**config.mk**
```make
export PLATFORM = sky130hd
export DESIGN_NAME = mem_image_loader
export DESIGN_NICKNAME = d
export VERILOG_FILES = /design/src/rtl/mem_image_loader.sv
export SDC_FILE = /design/constraint.sdc
export NUM_CORES = 1
export LEC_CHECK = 0
export ABC_CLOCK_PERIOD_IN_PS = 2500
export CAP_MARGIN = 30
export CORE_MARGIN = 2
export CORE_UTILIZATION = 45
export DETAILED_ROUTE_END_ITERATION = 10
export PLACE_DENSITY_LB_ADDON = 0.2
export SLEW_MARGIN = 15
export SYNTH_ARGS = -nofsm -noshare
export SYNTH_HDL_FRONTEND = slang
export SYNTH_SLANG_ARGS = --single-unit
```
**constraint.sdc**
```tcl
create_clock -name i_clk -period 2.5 [get_ports i_clk]
set_input_delay 0.375 -clock i_clk [delete_from_list [all_inputs] [get_ports i_clk]]
set_output_delay 0.375 -clock i_clk [all_outputs]
set_load 0.005 [all_outputs]
```
**src/rtl/mem_image_loader.sv**
```systemverilog
`default_nettype none
// +----------------------------------------------------------------------------+
// | mem_image_loader                                                           |
// | Framed LE byte-stream loader (LEN | N data words | CSUM) into a byte-lane   |
// | SRAM; holds the CPU in reset until the image is written and verified.      |
// | Rev 1.0 - initial release                                                  |
// +----------------------------------------------------------------------------+
module mem_image_loader #(
  parameter int                ADDR_W    = 14,
  parameter logic [ADDR_W-1:0] BASE_ADDR = '0
) (
  input  logic              i_clk,
  input  logic              i_rst_n,
  input  logic              i_start,
  input  logic              i_in_valid,
  input  logic [7:0]        i_in_data,
  output logic              o_in_ready,
  output logic              o_sram_cs,
  output logic [3:0]        o_sram_web,
  output logic [ADDR_W-1:0] o_sram_a,
  output logic [31:0]       o_sram_di,
  output logic              o_cpu_hold,
  output logic              o_done,
  output logic              o_error,
  output logic [ADDR_W:0]   o_words_wr
);

  localparam logic [2:0] S_IDLE  = 3'd0;
  localparam logic [2:0] S_LEN   = 3'd1;
  localparam logic [2:0] S_DATA  = 3'd2;
  localparam logic [2:0] S_WRITE = 3'd3;
  localparam logic [2:0] S_CSUM  = 3'd4;
  localparam logic [2:0] S_DONE  = 3'd5;
  localparam logic [2:0] S_ERR   = 3'd6;

  // Number of words that fit between BASE_ADDR and the top of the SRAM.
  localparam logic [32:0] c_MAX_WORDS = 33'(2**ADDR_W) - 33'(BASE_ADDR);

  logic [2:0]        r_state;
  logic [2:0]        w_next;
  logic [1:0]        r_idx;
  logic [31:0]       r_shift;
  logic [ADDR_W:0]   r_len;
  logic [ADDR_W:0]   r_words;
  logic [31:0]       r_csum;
  logic [ADDR_W-1:0] r_sram_a;
  logic [31:0]       r_sram_di;

  logic              w_xfer;
  logic              w_last_byte;
  logic [31:0]       w_word;
  logic              w_start_ok;
  logic [ADDR_W:0]   w_words_inc;
  logic              w_overflow;

  assign w_xfer      = i_in_valid & o_in_ready;
  assign w_last_byte = w_xfer & (r_idx == 2'd3);
  assign w_word      = {i_in_data, r_shift[31:8]};
  assign w_start_ok  = i_start & ((r_state == S_IDLE) | (r_state == S_DONE) | (r_state == S_ERR));
  assign w_words_inc = r_words + 1'b1;
  assign w_overflow  = {1'b0, w_word} > c_MAX_WORDS;

  always_ff @(posedge i_clk or negedge i_rst_n) begin
    if (!i_rst_n) begin
      r_state <= S_IDLE;
    end else begin
      r_state <= w_next;
    end
  end

  always_comb begin
    w_next = r_state;
    case (r_state)
      S_IDLE:  if (i_start) w_next = S_LEN;
      S_LEN: begin
        if (w_last_byte) begin
          if (w_overflow)            w_next = S_ERR;
          else if (w_word == 32'd0)  w_next = S_CSUM;
          else                       w_next = S_DATA;
        end
      end
      S_DATA:  if (w_last_byte) w_next = S_WRITE;
      S_WRITE: w_next = (w_words_inc == r_len) ? S_CSUM : S_DATA;
      S_CSUM:  if (w_last_byte) w_next = (w_word == r_csum) ? S_DONE : S_ERR;
      S_DONE,
      S_ERR:   if (i_start) w_next = S_LEN;
      default: w_next = S_IDLE;
    endcase
  end

  always_comb begin
    o_in_ready = (r_state == S_LEN) | (r_state == S_DATA) | (r_state == S_CSUM);
    o_sram_cs  = (r_state == S_WRITE);
    o_sram_web = (r_state == S_WRITE) ? 4'b0000 : 4'b1111;
    o_cpu_hold = (r_state != S_DONE);
    o_done     = (r_state == S_DONE);
    o_error    = (r_state == S_ERR);
  end

  always_ff @(posedge i_clk or negedge i_rst_n) begin
    if (!i_rst_n) begin
      r_idx     <= 2'd0;
      r_shift   <= 32'd0;
      r_len     <= '0;
      r_words   <= '0;
      r_csum    <= 32'd0;
      r_sram_a  <= '0;
      r_sram_di <= 32'd0;
    end else begin
      if (w_start_ok) begin
        r_idx   <= 2'd0;
        r_words <= '0;
        r_csum  <= 32'd0;
      end
      if (w_xfer) begin
        r_shift <= w_word;
        r_idx   <= r_idx + 2'd1;
      end
      if ((r_state == S_LEN) && w_last_byte && !w_overflow) begin
        r_len <= w_word[ADDR_W:0];
      end
      // Address and data are captured with the 4th byte so they are stable for the whole WRITE cycle.
      if ((r_state == S_DATA) && w_last_byte) begin
        r_sram_a  <= BASE_ADDR + r_words[ADDR_W-1:0];
        r_sram_di <= w_word;
      end
      if (r_state == S_WRITE) begin
        r_words <= w_words_inc;
        r_csum  <= r_csum + r_sram_di;
      end
    end
  end

  assign o_sram_a   = r_sram_a;
  assign o_sram_di  = r_sram_di;
  assign o_words_wr = r_words;

endmodule
`default_nettype wire
```
==> results of run 1 <==
Yosys cell counts (all sizes together), types with 7 or more instances:
master	number
inv	11
clkbuf	22
ha	33
nand2	84
nor4	18
o22ai	20
xor2	53
dfrtp	137
o21ai	61
a31oi	8
nor2	30
nand4	8
buf	12
xnor2	31
a21oi	44
nand3	16
mux2	85
and3	7
metal layers:
layer | vias up | GRT usage (%) | routed length (µm)
met1 | 3184 | 31.0 | 9320
met4 | 0 | 8.07 | 469
li1 | 3029 | - | -
met2 | 179 | 40.1 | 10500
met5 | - | 0 | 0
met3 | 34 | 4.39 | 761
cells in the final DEF, fill, tap and decap left out, types with 5 or more instances in the layout:
cell type and n:
clkbuf_16 17, a21oi_1 32, nand4_1 7, dfrtp_1 135
a21oi_2 10, ha_1 25, clkdlybuf4s50_1 80, ha_4 7
mux2_2 82, xor2_1 53, buf_4 102, inv_1 11
o21ai_1 8, nor4_1 16, a31oi_1 5, nand3_1 13
nor2_1 27, o21ai_0 49, o22ai_1 20, nand2_1 83
o21bai_1 5, xnor2_1 31
final cells by class:
cell class | instances | area share [%]
Multi-Input combinational cell | 563 | 42.0
Sequential cell | 137 | 33.1
Timing Repair Buffer | 189 | 16.1
Clock buffer | 21 | 4.64
Tap cell | 220 | 2.66
Clock inverter | 11 | 1.06
Inverter | 11 | 0.399
worst max-delay path, delay by kind of cell, from the launching register on:
family / cells / cell delay (ps)
adder cells (fa/ha/maj): 2 / 440
XOR/XNOR: 1 / 180
AO/OA/AOI/OAI: 7 / 990
AND/OR/NAND/NOR: 1 / 230
flip-flops: 1 / 360
buffers and inverters: 1 / 140
registers in the layout, summed over array words and instances, names as in the netlist:
register and flops:
o_sram_a 14, o_sram_di 32, o_words_wr 15, r_csum 32, r_idx 2, r_len 15, r_shift 24, r_state 3
metrics by stage:
stage	setup WS (ps)	area [µm²]	power (mW)	instances	hold slack, ps
4_1_cts	2.40	10100	13.1	1146	464
6_report	31.2	10400	13.4	1152	450
2_1_floorplan	47.4	7700	7.37	745	79.4
5_1_grt	-67.2	10400	14.3	1152	492
3_5_place_dp	-143	9440	10.5	1112	340
3_3_place_gp	-98.1	9440	10.3	1112	335
power by group:
group          total (mW)  internal [mW]  leakage (nW)  switching [mW]
combinational        7.06           3.63          2.61            3.43
sequential           3.89           3.01          1.78           0.876
clock                2.49           1.49         0.283            1.00
total                13.4           8.13          4.67            5.31
repair_timing:
action | CTS | global route
gates resized for setup | 12 | 39
hold buffers | 1 | 0
buffers inserted | 1 | 6
endpoints found under the setup margin | 14 | 31
endpoints found under the hold margin | 43 | 0
pin swaps | 4 | 19
kinds of logic (layout without fill, tap and decap cells):
kind of cell / Yosys count / in the layout
AOI/OAI and AO/OA: 164 / 164
xor gates and xnor gates: 84 / 84
adders and majority gates: 34 / 34
buffers and inverters: 45 / 232
DFF: 137 / 137
muxes: 86 / 86
and+or+nand+nor: 195 / 195
how the worst min path moves through the flow:
stage	cells past startpoint	slack, ps	end
4_1_cts	2	460	o_sram_a[0]
6_report	2	450	o_sram_a[0]
2_1_floorplan	0	80	o_sram_a[0]
3_5_place_dp	1	340	o_sram_a[0]
5_1_grt	2	490	o_sram_a[0]
3_3_place_gp	1	340	o_sram_a[0]
==> impl_metrics.yaml, run 1 <==
setup_path:
  cp_data_required_time_ps: 2790
  slowest_stage: "dfrtp_1"
  crit_type: "reg -> reg"
  cp-end-kind: "register"
  reg2reg_depth: 12
  r2r_setup_slack_ps: 30
  critPathCapture: "r_csum[30]"
  critPathArrivalTime_ps: 2750
  cpPeakStageDelay_ps: 360
  path_cells: "ha_2, fa_2, a21oi_2, nand4b_1, a21oi_2, o21ai_2, o31a_1, buf_6, o21ai_2, o21ai_1, xnor2_1, o22ai_1"
  crit_start: "r_csum[0]"
  startpoint_type: "register"
  rr_endpoint: "r_csum[30]"
  critPathMaxFanout: 5
  regToRegStartpoint: "r_csum[0]"
die:
  core_area_um2: 16600
  die_height_um: 135
  start_util_pct: 46.3
  ios: 82
  die_x_um: 135
  die_area_um2: 18200
  rows: 47
global_routing:
  overflow: 0
  grt_pass1_vias: 6412
  grt_max_degree: 47
  grt_pass1_wl_um: 33400
  grtUsageTotal_pct: 23.8
  antenna_found_initial: 0
clock_network:
  cts_buffer_depth: 2
  cts_root_buf: "clkbuf_16"
  clock-sinks: 137
  cts_max_level: 4
  insertion_delay_ps: 420
  numCtsBuffers: 17
  path_clk_slew_ps: 60
  tritoncts: "done"
final_layout:
  fin_nets: 965
  multiInputGateArea_um2: 4350
  n_antenna_cell: 0
  regArea_um2: 3430
  area_delta_synth_final_pct: 34.5
  drive_above_1_share_pct: 29.9
  num-fill-cells: 1341
  utilization_pct: 62.2
route:
  firstDrtPassIters: 5
  drtIter0Drc: 405
  wirelength_um: 21100
  via_per_inst: 5.58
  vias: 6426
  route.detailed.drc: 0
  wire_per_inst_um: 18.3
  ant_nets: 0
logic_synthesis:
  syn_area_um2: 7700
  synth_top_family_by_area: "simple AND/OR/NAND/NOR gates"
  synth_fa_ha_area_share_pct: 5.62
  async_flop_share_pct: 100
  synth_top_area_share_pct: 44.5
  synthCells: 745
  yosys.area_share.simple_pct: 12.7
  synth.distinct_cells: 58
  synthXorXnorAreaFrac_pct: 9.55
  ys_seq_elements: 137
  synth_compound_area_share_pct: 12.5
  yosysTopAreaCell: "dfrtp_1"
  ys_warn_count: 0
  synth-edff-count: 0
  synthTopCellsByArea: "dfrtp_1 45%, mux2_2 12%, xor2_1 6.0%, ha_1 5.4%, nand2_1 4.1%"
  synth_mux_area_share_pct: 12.6
  syn_nets: 791
  syn_avg_cell_area_um2: 10.3
  synth_ff_type: "dfrtp_1"
  ys_seq_area_share_pct: 44.5
sta:
  period_needed_ps: 2470
  finalMaxSlewViolations: 0
  max_slew_margin_pct: 61.2
  setup_tns_ps: 0
  worst_slew_pin_slew_ps: 582
  setup_viol: 0
  fmax_mhz: 405
  finClkSkew_ps: 5.21
  hold_viol: 0
  timing.final.crit_share_pct: 98.8
  rsz0062_at_grt: "yes"
placed_design:
  gp_congestion: 0.893
  port_buffers: 81
  dpl.hpwl_um: 15200
pwr:
  p_leak_nw: 4.67
  vdd_ir_drop_max_uv: 669
  power-per-cell-area_nw_per_um2: 1300
status:
  status: "finished clean"
hold_path:
  hold_class: "in -> async"
run:
  drv_cap: 0
No activity file was read; power rests on OpenSTA's default activity.
==> inputs of run 2 (changes only) <==
ABC_CLOCK_PERIOD_IN_PS = 2800   (was 2500)
TNS_END_PERCENT = 10   (was default)
clock period = 2.8 ns   (was 2.5 ns; I/O delays follow)
==> impl_metrics.yaml, run 2 (synthesis results as in run 1) <==
status:
  status: "finished clean"
route:
  wirelength_um: 19500
  route.detailed.drc: 0
  via_per_inst: 5.66
  drtIter0Drc: 244
  vias: 6074
  ant_nets: 0
  wire_per_inst_um: 18.1
  firstDrtPassIters: 5
sta:
  setup_viol: 0
  hold_viol: 0
  max_slew_margin_pct: 38.4
  timing.final.crit_share_pct: 98.2
  fmax_mhz: 364
  period_needed_ps: 2750
  worst_slew_pin_slew_ps: 924
  rsz0062_at_grt: "yes"
  finalMaxSlewViolations: 0
  finClkSkew_ps: 9.95
final_layout:
  layout_common_cells: "137 x dfrtp_1, 84 x nand2_1, 82 x mux2_2"
  num-fill-cells: 1409
  area_delta_synth_final_pct: 23.7
  n_antenna_cell: 0
  regArea_um2: 3430
  drive_above_1_share_pct: 19.8
  fin_cells: 1074
  multiInputGateArea_um2: 4130
  final_common_cell: "dfrtp_1"
  fin_nets: 887
setup_path:
  startpoint_type: "register"
  critPathMaxFanout: 5
  cp_data_required_time_ps: 3090
  cp-end-kind: "register"
  critPathArrivalTime_ps: 3040
  crit_type: "reg -> reg"
placed_design:
  dpl.hpwl_um: 13900
  gp_congestion: 0.965
  port_buffers: 81
  dp.cells: 1040
pwr:
  power-per-cell-area_nw_per_um2: 1140
  vdd_ir_drop_max_uv: 539
  p_total_mw: 10.9
  p_leak_nw: 4.25
clock_network:
  cts_root_buf: "clkbuf_16"
  tritoncts: "done"
  path_clk_slew_ps: 50
  insertion_delay_ps: 430
  clock-sinks: 137
  numCtsBuffers: 17
  cts_buffer_depth: 2
  cts_max_level: 4
hold_path:
  hold_class: "reg -> reg"
die:
  die_x_um: 135
  rows: 47
  die_area_um2: 18200
  ios: 82
  start_util_pct: 46.3
  die_height_um: 135
  core_area_um2: 16600
global_routing:
  antenna_found_initial: 0
  grt_max_degree: 63
  overflow: 0
  grt_pass1_vias: 5891
  grt_pass1_wl_um: 31600
  grtUsageTotal_pct: 22.6
run:
  drv_cap: 0
-- run 2: area by class of cell --
type | count | share of cell area (%)
multi-input combinational | 563 | 43.4
sequential | 137 | 36.0
timing repair buffer | 111 | 11.2
clock buffer | 23 | 5.12
tap | 220 | 2.89
clock inverter | 9 | 0.998
inverter | 11 | 0.433
-- run 2: report_power, final --
part           leakage [nW]  switching, mW  internal, mW
sequential             1.79          0.860          2.69
combinational          2.17           2.60          2.52
clock                 0.296          0.829          1.39
-- run 2: critical path, cell delays in order (launching register included) --
cell and delay [ps]:
dfrtp_1 440, ha_1 380, a21oi_1 180, o21ai_1 90, a211o_1 310, a21oi_1 300
a31oi_2 180, a211o_1 290, a21oi_1 190, xor2_1 170, o21ai_1 70
-- run 2: stage by stage --
stage / setup WS (ps) / util [%] / cell area, µm² / setup TNS (ps) / hold WS [ps]
after floorplan: 260 / - / 7700 / 0 / 124
after global placement: 88.8 / 53.3 / 8880 / 0 / 402
after detailed placement: -7.94 / 53.4 / 8880 / -7.94 / 406
after CTS: 51.2 / 57.0 / 9480 / 0 / 507
after global routing: -118 / 57.2 / 9530 / -567 / 522
final: 50.8 / 57.2 / 9530 / 0 / 502
-- run 2: per-layer routing --
metal / vias to the layer above / global-route usage (%) / share of wire, %
met4: 0 / 9.94 / 3.3
met2: 160 / 36.5 / 48
met5: - / 0 / 0
met3: 42 / 4.84 / 4.6
li1: 2874 / - / -
met1: 2998 / 29.4 / 44
-- run 2: timing repair --
action / in CTS / in global routing
hold endpoints to repair: 49 / 0
gates resized for setup: 1 / 9
endpoints found under the setup margin: 2 / 11
hold buffers: 1 / 0
buffers inserted: 0 / 1
gates cloned: 0 / 0
pin swaps: 0 / 3
-- run 2: path summary, 6_finish.rpt --
path                             start             to  slack (ps)  cells after the start
min in group asynchronous      i_rst_n  o_words_wr[0]         510                      2
hold / removal             o_sram_a[8]    o_sram_a[8]         500                      1
hold reg to reg            o_sram_a[8]    o_sram_a[8]         500                      1
setup reg to reg            r_csum[14]     r_csum[29]          50                     10
max in group asynchronous      i_rst_n  o_words_wr[4]        1580                      3
setup / recovery            r_csum[14]     r_csum[29]          50                     10
==> inputs of run 3 (changes only) <==
ABC_CLOCK_PERIOD_IN_PS = default   (was 2800)
==> results of run 3 <==
The final DEF is identical to that of run 2; final timing and power are the same.
